## src/rtl/mem_arbiter.sv

```systemverilog
// Two-port (fetch / MEM-stage) to one-port memory arbiter with per-port stall generation.
// Optional build macro MEM_ARB_ROUND_ROBIN_EN: alternate grants on contention instead of D-over-I priority.
module mem_arbiter #(
  parameter int ADDR_WIDTH = 32,
  parameter int DATA_WIDTH = 32
) (
  input  logic                  CLK,
  input  logic                  RESET,
  input  logic                  I_READ,
  input  logic [ADDR_WIDTH-1:0] I_ADDRESS,
  output logic [DATA_WIDTH-1:0] I_READDATA,
  output logic                  I_BUSYWAIT,
  input  logic                  D_READ,
  input  logic                  D_WRITE,
  input  logic [ADDR_WIDTH-1:0] D_ADDRESS,
  input  logic [DATA_WIDTH-1:0] D_WRITEDATA,
  output logic [DATA_WIDTH-1:0] D_READDATA,
  output logic                  D_BUSYWAIT,
  output logic                  MEM_READ,
  output logic                  MEM_WRITE,
  output logic [ADDR_WIDTH-1:0] MEM_ADDRESS,
  output logic [DATA_WIDTH-1:0] MEM_WRITEDATA,
  input  logic [DATA_WIDTH-1:0] MEM_READDATA,
  input  logic                  MEM_BUSYWAIT
);

  typedef enum logic [1:0] {
    IDLE    = 2'd0,
    GRANT_I = 2'd1,
    GRANT_D = 2'd2
  } state_e;

  state_e                state_q, state_d;
  logic                  last_grant_q, last_grant_d;
  logic                  cmd_read_q, cmd_read_d;
  logic                  cmd_write_q, cmd_write_d;
  logic [ADDR_WIDTH-1:0] cmd_addr_q, cmd_addr_d;
  logic [DATA_WIDTH-1:0] cmd_wdata_q, cmd_wdata_d;

  logic i_req;
  logic d_req;
  logic pick_d;
  logic done;
  logic done_i;
  logic done_d;

  always_comb begin
    i_req  = I_READ;
    d_req  = D_READ | D_WRITE;
    done   = (state_q != IDLE) & ~MEM_BUSYWAIT;
    done_i = (state_q == GRANT_I) & ~MEM_BUSYWAIT;
    done_d = (state_q == GRANT_D) & ~MEM_BUSYWAIT;
`ifdef MEM_ARB_ROUND_ROBIN_EN
    pick_d = d_req & (~i_req | ~last_grant_q);
`else
    pick_d = d_req;
`endif
  end

  // Command flags are cleared on the way back to IDLE, so MEM_READ/MEM_WRITE
  // come straight from flops and are zero whenever no grant is active.
  always_comb begin
    state_d      = state_q;
    last_grant_d = last_grant_q;
    cmd_read_d   = cmd_read_q;
    cmd_write_d  = cmd_write_q;
    cmd_addr_d   = cmd_addr_q;
    cmd_wdata_d  = cmd_wdata_q;
    unique case (state_q)
      IDLE: begin
        if (pick_d) begin
          state_d     = GRANT_D;
          cmd_read_d  = D_READ & ~D_WRITE;
          cmd_write_d = D_WRITE;
          cmd_addr_d  = D_ADDRESS;
          cmd_wdata_d = D_WRITEDATA;
        end else if (i_req) begin
          state_d     = GRANT_I;
          cmd_read_d  = 1'b1;
          cmd_write_d = 1'b0;
          cmd_addr_d  = I_ADDRESS;
          cmd_wdata_d = '0;
        end
      end
      GRANT_I, GRANT_D: begin
        if (done) begin
          state_d      = IDLE;
          last_grant_d = (state_q == GRANT_D);
          cmd_read_d   = 1'b0;
          cmd_write_d  = 1'b0;
        end
      end
      default: begin
        state_d     = IDLE;
        cmd_read_d  = 1'b0;
        cmd_write_d = 1'b0;
      end
    endcase
  end

  always_ff @(posedge CLK) begin
    if (RESET) begin
      state_q      <= IDLE;
      last_grant_q <= 1'b0;
      cmd_read_q   <= 1'b0;
      cmd_write_q  <= 1'b0;
      cmd_addr_q   <= '0;
      cmd_wdata_q  <= '0;
    end else begin
      state_q      <= state_d;
      last_grant_q <= last_grant_d;
      cmd_read_q   <= cmd_read_d;
      cmd_write_q  <= cmd_write_d;
      cmd_addr_q   <= cmd_addr_d;
      cmd_wdata_q  <= cmd_wdata_d;
    end
  end

  always_comb begin
    MEM_READ      = cmd_read_q;
    MEM_WRITE     = cmd_write_q;
    MEM_ADDRESS   = cmd_addr_q;
    MEM_WRITEDATA = cmd_wdata_q;
    I_BUSYWAIT    = i_req & ~done_i;
    D_BUSYWAIT    = d_req & ~done_d;
    I_READDATA    = done_i ? MEM_READDATA : '0;
    D_READDATA    = (done_d & cmd_read_q) ? MEM_READDATA : '0;
  end

endmodule

```

## config.mk

```make
export PLATFORM = sky130hd
export DESIGN_NAME = mem_arbiter
export DESIGN_NICKNAME = d
export VERILOG_FILES = /design/src/rtl/mem_arbiter.sv
export SDC_FILE = /design/constraint.sdc
export NUM_CORES = 1
export LEC_CHECK = 0
export CAP_MARGIN = 20
export CORE_MARGIN = 4
export CORE_UTILIZATION = 30
export DETAILED_ROUTE_END_ITERATION = 10
export GPL_TIMING_DRIVEN = 0
export PLACE_DENSITY = 0.87
export SYNTH_ARGS = -nofsm -noshare
export SYNTH_HDL_FRONTEND = slang
export SYNTH_SLANG_ARGS = --single-unit
```

## constraint.sdc

```tcl
create_clock -name CLK -period 1.8 [get_ports CLK]
set_clock_uncertainty 0.15 [all_clocks]
set_input_delay 0.54 -clock CLK [delete_from_list [all_inputs] [get_ports CLK]]
set_output_delay 0.54 -clock CLK [all_outputs]
set_load 0.03 [all_outputs]
```

==> results of run 1 <==
-- cells in the mapped netlist, types with 2 or more instances --
library cell  instances
o21ai_0              36
nor2_4                2
inv_1                 3
buf_6                 5
and2_1               64
buf_2                11
nand2_1              32
clkbuf_1             16
a22o_1               32
nor2_1               32
ha_1                  4
a311oi_2             32
dfxtp_1              68
a21oi_1               6
nor2b_1               3
-- metal layers --
metal	wire length, um	global-route usage [%]	share of wire [%]	up-vias
met5	0	0	0	-
met4	367	7.93	2.5	0
met3	1300	7.00	9.1	31
met2	7510	39.1	52	200
met1	5210	22.2	36	1874
li1	-	-	-	1850
-- layout make-up --
cell class                 count  area, um2
inverter                       3       16.3
timing repair buffer         282       2780
clock inverter                 2       60.1
buffer                        33        293
fill                         892       4000
clock buffer                  12        145
tap                          140        175
sequential                    68       1370
multi-input combinational    252       2050
-- cell usage in the layout (no fill, tap or decap), types with 2 or more instances in the layout --
| cell type | netlist | layout |
|---|---|---|
| clkdlybuf4s50_1 | 0 | 129 |
| buf_6 | 5 | 71 |
| dfxtp_1 | 68 | 66 |
| and2_4 | 0 | 63 |
| clkbuf_2 | 0 | 39 |
| o21ai_0 | 36 | 36 |
| a22o_1 | 32 | 32 |
| nand2_1 | 32 | 32 |
| a311oi_2 | 32 | 32 |
| nor2_2 | 0 | 18 |
| clkbuf_8 | 0 | 16 |
| nor2_1 | 32 | 14 |
| clkdlybuf4s15_1 | 0 | 14 |
| clkdlybuf4s15_2 | 0 | 11 |
| buf_4 | 1 | 10 |
| clkbuf_1 | 16 | 10 |
| buf_2 | 11 | 7 |
| buf_8 | 0 | 6 |
| dlygate4sd2_1 | 0 | 6 |
| a21oi_1 | 6 | 5 |
| buf_12 | 0 | 5 |
| inv_2 | 0 | 2 |
| nor2b_4 | 0 | 2 |
| nor2_4 | 2 | 2 |
| ha_2 | 0 | 2 |
| ha_4 | 0 | 2 |
| bufinv_16 | 0 | 2 |
| clkbuf_16 | 0 | 2 |
-- registers in the layout, summed over array words and instances, names as in the netlist --
name / count
MEM_ADDRESS: 32
MEM_WRITEDATA: 32
MEM_WRITE: 1
MEM_READ: 1
state_q: 2
-- kinds of logic (layout without fill, tap and decap cells) --
family	count (synthesis)	after routing	share of synthesized area [%]
compound gates	108	108	29.8
flops	68	68	40.8
fa+ha+maj	4	4	1.50
buf+inv	37	332	5.81
simple gates	140	140	22.1
-- through the flow --
step                utilization [%]  cell area, um2
finish                         63.3            6890
global route                   63.3            6890
CTS                            64.0            6960
detailed placement             58.6            6380
global placement               58.6            6380
floorplan                         -            3580
-- worst paths after layout --
check | start | to | slack [ns]
worst max register to register | state_q[0]$_SDFFE_PP0P_ | MEM_READ$_SDFFE_PP0P_ | 0.02
worst max-delay path | state_q[1]$_SDFFE_PP0P_ | I_READDATA[29] | -0.49
worst min register to register | MEM_WRITEDATA[21]$_SDFFE_PP0P_ | MEM_WRITEDATA[21]$_SDFFE_PP0P_ | 0.32
worst min-delay path | MEM_WRITEDATA[21]$_SDFFE_PP0P_ | MEM_WRITEDATA[21]$_SDFFE_PP0P_ | 0.32
-- critical path, cell delays in order (launching register included) --
cell and delay, ns:
dfxtp_4 0.34, inv_2 0.05, ha_2 0.16, nor2b_4 0.18, buf_6 0.13, clkbuf_8 0.13
and2_4 0.14, buf_6 0.12
-- what timing repair did --
action	4_1_cts	5_1_grt
endpoints found under the setup margin	172	155
gates resized for setup	649	63
pin swaps	21	8
setup buffers	11	3
gates cloned	6	2
-- power groups by stage --
stage	Sequential (mW)	Clock (mW)	Combinational (mW)
2_1_floorplan	3.01	0	1.76
6_report	2.22	1.35	4.39
3_3_place_gp	2.22	0	4.09
4_1_cts	2.22	1.39	4.27
5_1_grt	2.27	1.45	4.63
3_5_place_dp	2.24	0	4.19
==> flow_summary.yaml, run 1 <==
sta:
  fin_crit_ns: 2.29
  post-route-period-util_pct: 127
  setup_violations: 66
  worst_pin_slew_ns: 0.518
  relSlewSlack_pct: 65.0
  max_freq_ghz: 0.436
  hold_slack_ns: 0.318
  fin_ws_ns: -0.493
  tns_ns: -30.57
  rsz0062_at_grt: "true"
  finalHoldViolCount: 0
  slew_violations: 0
synthesis:
  synth.avg_cell_area_um2: 9.35
  synthCells: 357
  yosys.area.top_type_share_pct: 40.8
  ys_seq_area_share_pct: 40.8
  synth_top_cell_by_area: "dfxtp_1"
  netlist-cell-type-count: 26
  ys_warn_count: 0
  synthFlopType: "dfxtp_1"
  synthTopCellsByArea: "dfxtp_1 41%, a311oi_2 14%, and2_1 12%"
  synth_area_um2: 3340
  synth_seq_cells: 68
  synth_async_sr_flop_share_pct: 0
  synth_edf_count: 0
  synthesis.nets: 495
route:
  finalWirelength_um: 14400
  detail-route-antenna-nets: 0
  drt_iter0_markers: 125
  dr.pass1.iters: 4
  drt_drc_violations_left: 0
  wire_per_inst_um: 18.2
  num_vias: 3955
  via_per_inst: 4.99
cells_and_area:
  antenna_cells: 0
  nets: 787
  areaGrowthSynthToFinish_pct: 106
  fin_cells: 792
  drive_gt1_share_pct: 46.0
power_and_ir_drop:
  combPwrFrac_pct: 55.1
  seqPwrFrac_pct: 27.9
  leakage_nw: 2.89
  switching_share_pct: 40.7
  p_per_area_nw_per_um2: 1160
  p_int_mw: 4.72
  clockPowerShare_pct: 17.0
  p_sw_mw: 3.24
  ir_drop_v: 0.000672
  finalPower_mw: 7.96
clocking:
  htreeDepth: 3
  cts_tree: "yes"
  clock_path_buffers: 2
  clk_pin_slew_ns: 0.07
  cts_root_buffer: "clkbuf_8"
  numCtsBuffers: 9
  clock-sinks: 68
  clkLatencyLatePin_ns: 0.35
  cts_hold_buffers: 0
run:
  drv_cap: 0
grt:
  grt-ovfl-total: 0
  grt_usage_pct: 21.2
  grt_max_degree: 11
  grt_pass1_vias: 4230
  grt_antenna_before_repair: 0
  grt_pass1_wl_um: 21800
place:
  place_hpwl_um: 11100
  io_buffers: 263
  dp_slack_ns: -1.46
  place.gp.congestion: 0.882
  place_inst: 760
die:
  die_h_um: 113
  fp-row-count: 38
  coreArea_um2: 10900
  die_x_um: 113
  start_util_pct: 30.7
  die_area_um2: 12900
  ios: 266
worst_hold_path:
  hold_class: "reg -> reg"
  whs_path_depth: 1
worst_setup_path:
  endpoint_kind: "output port"
  startpoint_type: "flop"
  r2r_cells: 6
  required_ns: 1.11
  arrival_ns: 1.60
  critPathMaxFanout: 5
  crit_type: "reg -> out"
status:
  status: "finished with violations"
  violations: "negative setup slack"
Note: power is estimated with default switching activity, not from simulation.
==> run 2: changes to the inputs <==
--- a/config.mk
+++ b/config.mk
@@ -9,7 +9,6 @@
 export CORE_MARGIN = 4
 export CORE_UTILIZATION = 30
 export DETAILED_ROUTE_END_ITERATION = 10
-export GPL_TIMING_DRIVEN = 0
 export PLACE_DENSITY = 0.87
 export SYNTH_ARGS = -nofsm -noshare
 export SYNTH_HDL_FRONTEND = slang
==> run 2 against run 1 <==
The flow still finishes with violations (negative setup slack). Power up 0.18%. Flip-flop and latch count stayed put. Highest routed layer unchanged. Critical path depth fell by 1. Register-to-register slack about the same. Die area unchanged. Utilization fell by 0.069 points.
==> flow_summary.yaml, run 2 (synthesis gave the netlist of run 1 again) <==
die:
  fp-row-count: 38
  ios: 266
  coreArea_um2: 10900
  die_area_um2: 12900
  die_h_um: 113
  start_util_pct: 30.7
  die_x_um: 113
worst_setup_path:
  endpoint_kind: "output port"
  r2r_cells: 7
  critPathMaxFanout: 8
  arrival_ns: 1.53
  crit_type: "reg -> out"
  startpoint_type: "flop"
  rrSetupSlack_ns: 0.02
  required_ns: 1.11
  reg2reg_to: "state_q[1]$_SDFFE_PP0P_"
  r2r_start: "state_q[0]$_SDFFE_PP0P_"
power_and_ir_drop:
  p_per_area_nw_per_um2: 1160
  leakage_nw: 2.86
  ir_drop_v: 0.000721
cells_and_area:
  final_util_pct: 63.2
  seqCellArea_um2: 1370
  drive_gt1_share_pct: 47.1
  nets: 774
  areaGrowthSynthToFinish_pct: 106
  fillers: 855
  final_cell_mix: "128 x clkdlybuf4s50_1, 65 x dfxtp_1, 65 x buf_6, 49 x and2_4, 40 x clkbuf_2"
  final_common_cell: "clkdlybuf4s50_1"
  multi_input_area_um2: 2100
route:
  via_per_inst: 4.94
  drt_drc_violations_left: 0
  drt_iter0_markers: 214
  num_vias: 3862
  wire_per_inst_um: 18.2
  finalWirelength_um: 14300
  detail-route-antenna-nets: 0
  dr.pass1.iters: 4
worst_hold_path:
  hold_class: "reg -> reg"
  whs_path_depth: 1
  holdPathEnd: "MEM_WRITEDATA[21]$_SDFFE_PP0P_"
  min_from: "MEM_WRITEDATA[21]$_SDFFE_PP0P_"
sta:
  rsz0062_at_grt: "true"
  tns_ns: -26.02
  max_freq_ghz: 0.450
  post-route-period-util_pct: 124
  finalHoldViolCount: 0
  setup_violations: 66
  fin_crit_ns: 2.22
  worst_pin_slew_ns: 0.469
  relSlewSlack_pct: 68.4
  fin_ws_ns: -0.423
  slew_violations: 0
grt:
  grt_antenna_before_repair: 1
  grt_max_degree: 33
  grt_usage_pct: 21.3
  grt-ovfl-total: 0
  grt_pass1_wl_um: 21900
  grt_pass1_vias: 4162
place:
  dp_slack_ns: -0.829
  place_hpwl_um: 10200
  place.gp.congestion: 0.873
  io_buffers: 265
status:
  status: "finished with violations"
  violations: "negative setup slack"
clocking:
  cts_root_buffer: "clkbuf_8"
  clock-sinks: 68
  clock_path_buffers: 2
  cts_tree: "yes"
  htreeDepth: 3
  cts_hold_buffers: 0
  numCtsBuffers: 9
  clk_pin_slew_ns: 0.08
  clkLatencyLatePin_ns: 0.33
run:
  drv_cap: 0
-- run 2: worst max-delay path by stage --
stage                            start        endpoint  slack, ns  cells past startpoint
2_1_floorplan                   D_READ      D_BUSYWAIT      -0.04                      4
3_3_place_gp              MEM_BUSYWAIT   D_READDATA[4]      -0.77                      5
3_5_place_dp              MEM_BUSYWAIT  D_READDATA[29]      -0.83                      5
4_1_cts        state_q[1]$_SDFFE_PP0P_  I_READDATA[12]      -0.49                      7
5_1_grt        state_q[1]$_SDFFE_PP0P_   I_READDATA[0]      -0.48                      6
6_report       state_q[1]$_SDFFE_PP0P_   I_READDATA[1]      -0.42                      6
-- run 2: critical path, stage by stage, from the launching register on --
cell	delay, ns
dfxtp_2	0.33
inv_2	0.07
ha_4	0.11
nor2b_4	0.22
buf_6	0.19
and2_4	0.16
buf_6	0.12
-- run 2: area by class of cell --
cell class | count | share of cell area (%)
clock inverter | 4 | 0.691
antenna | 1 | 0.0364
sequential | 68 | 19.9
multi-input combinational | 255 | 30.5
tap | 140 | 2.55
clock buffer | 12 | 2.25
timing repair buffer | 299 | 43.8
inverter | 3 | 0.273
-- run 2: routing by layer --
metal	wire length [um]	up-vias	part of all wire, %	GRT usage [%]
met3	1110	21	7.8	6.58
met5	0	-	0	0
met4	304	0	2.1	6.89
met1	5340	1829	37	23.7
li1	-	1831	-	-
met2	7500	181	53	38.6
-- run 2: what timing repair did --
| action | 4_1_cts | 5_1_grt |
|---|---|---|
| pin swaps | 26 | 20 |
| setup buffers | 6 | 4 |
| gates cloned | 6 | 0 |
| endpoints found under the setup margin | 197 | 133 |
| resized for setup | 197 | 75 |
-- run 2: per-stage QoR --
step	cells	area, um2	hold slack [ns]	total power [mW]
after floorplan	357	3580	0.323	4.77
after global placement	753	6400	0.305	6.45
after detailed placement	753	6400	0.304	6.55
after CTS	780	7060	0.327	8.06
after global routing	782	6880	0.350	8.39
final	782	6880	0.328	7.97
-- run 2: power by group --
| group | switching (mW) | total, mW | internal (mW) | leakage (nW) |
|---|---|---|---|---|
| sequential | 0.289 | 2.24 | 1.95 | 0.565 |
| combinational | 2.42 | 4.45 | 2.03 | 2.19 |
| clock | 0.578 | 1.29 | 0.712 | 0.102 |
| total | 3.29 | 7.97 | 4.68 | 2.86 |
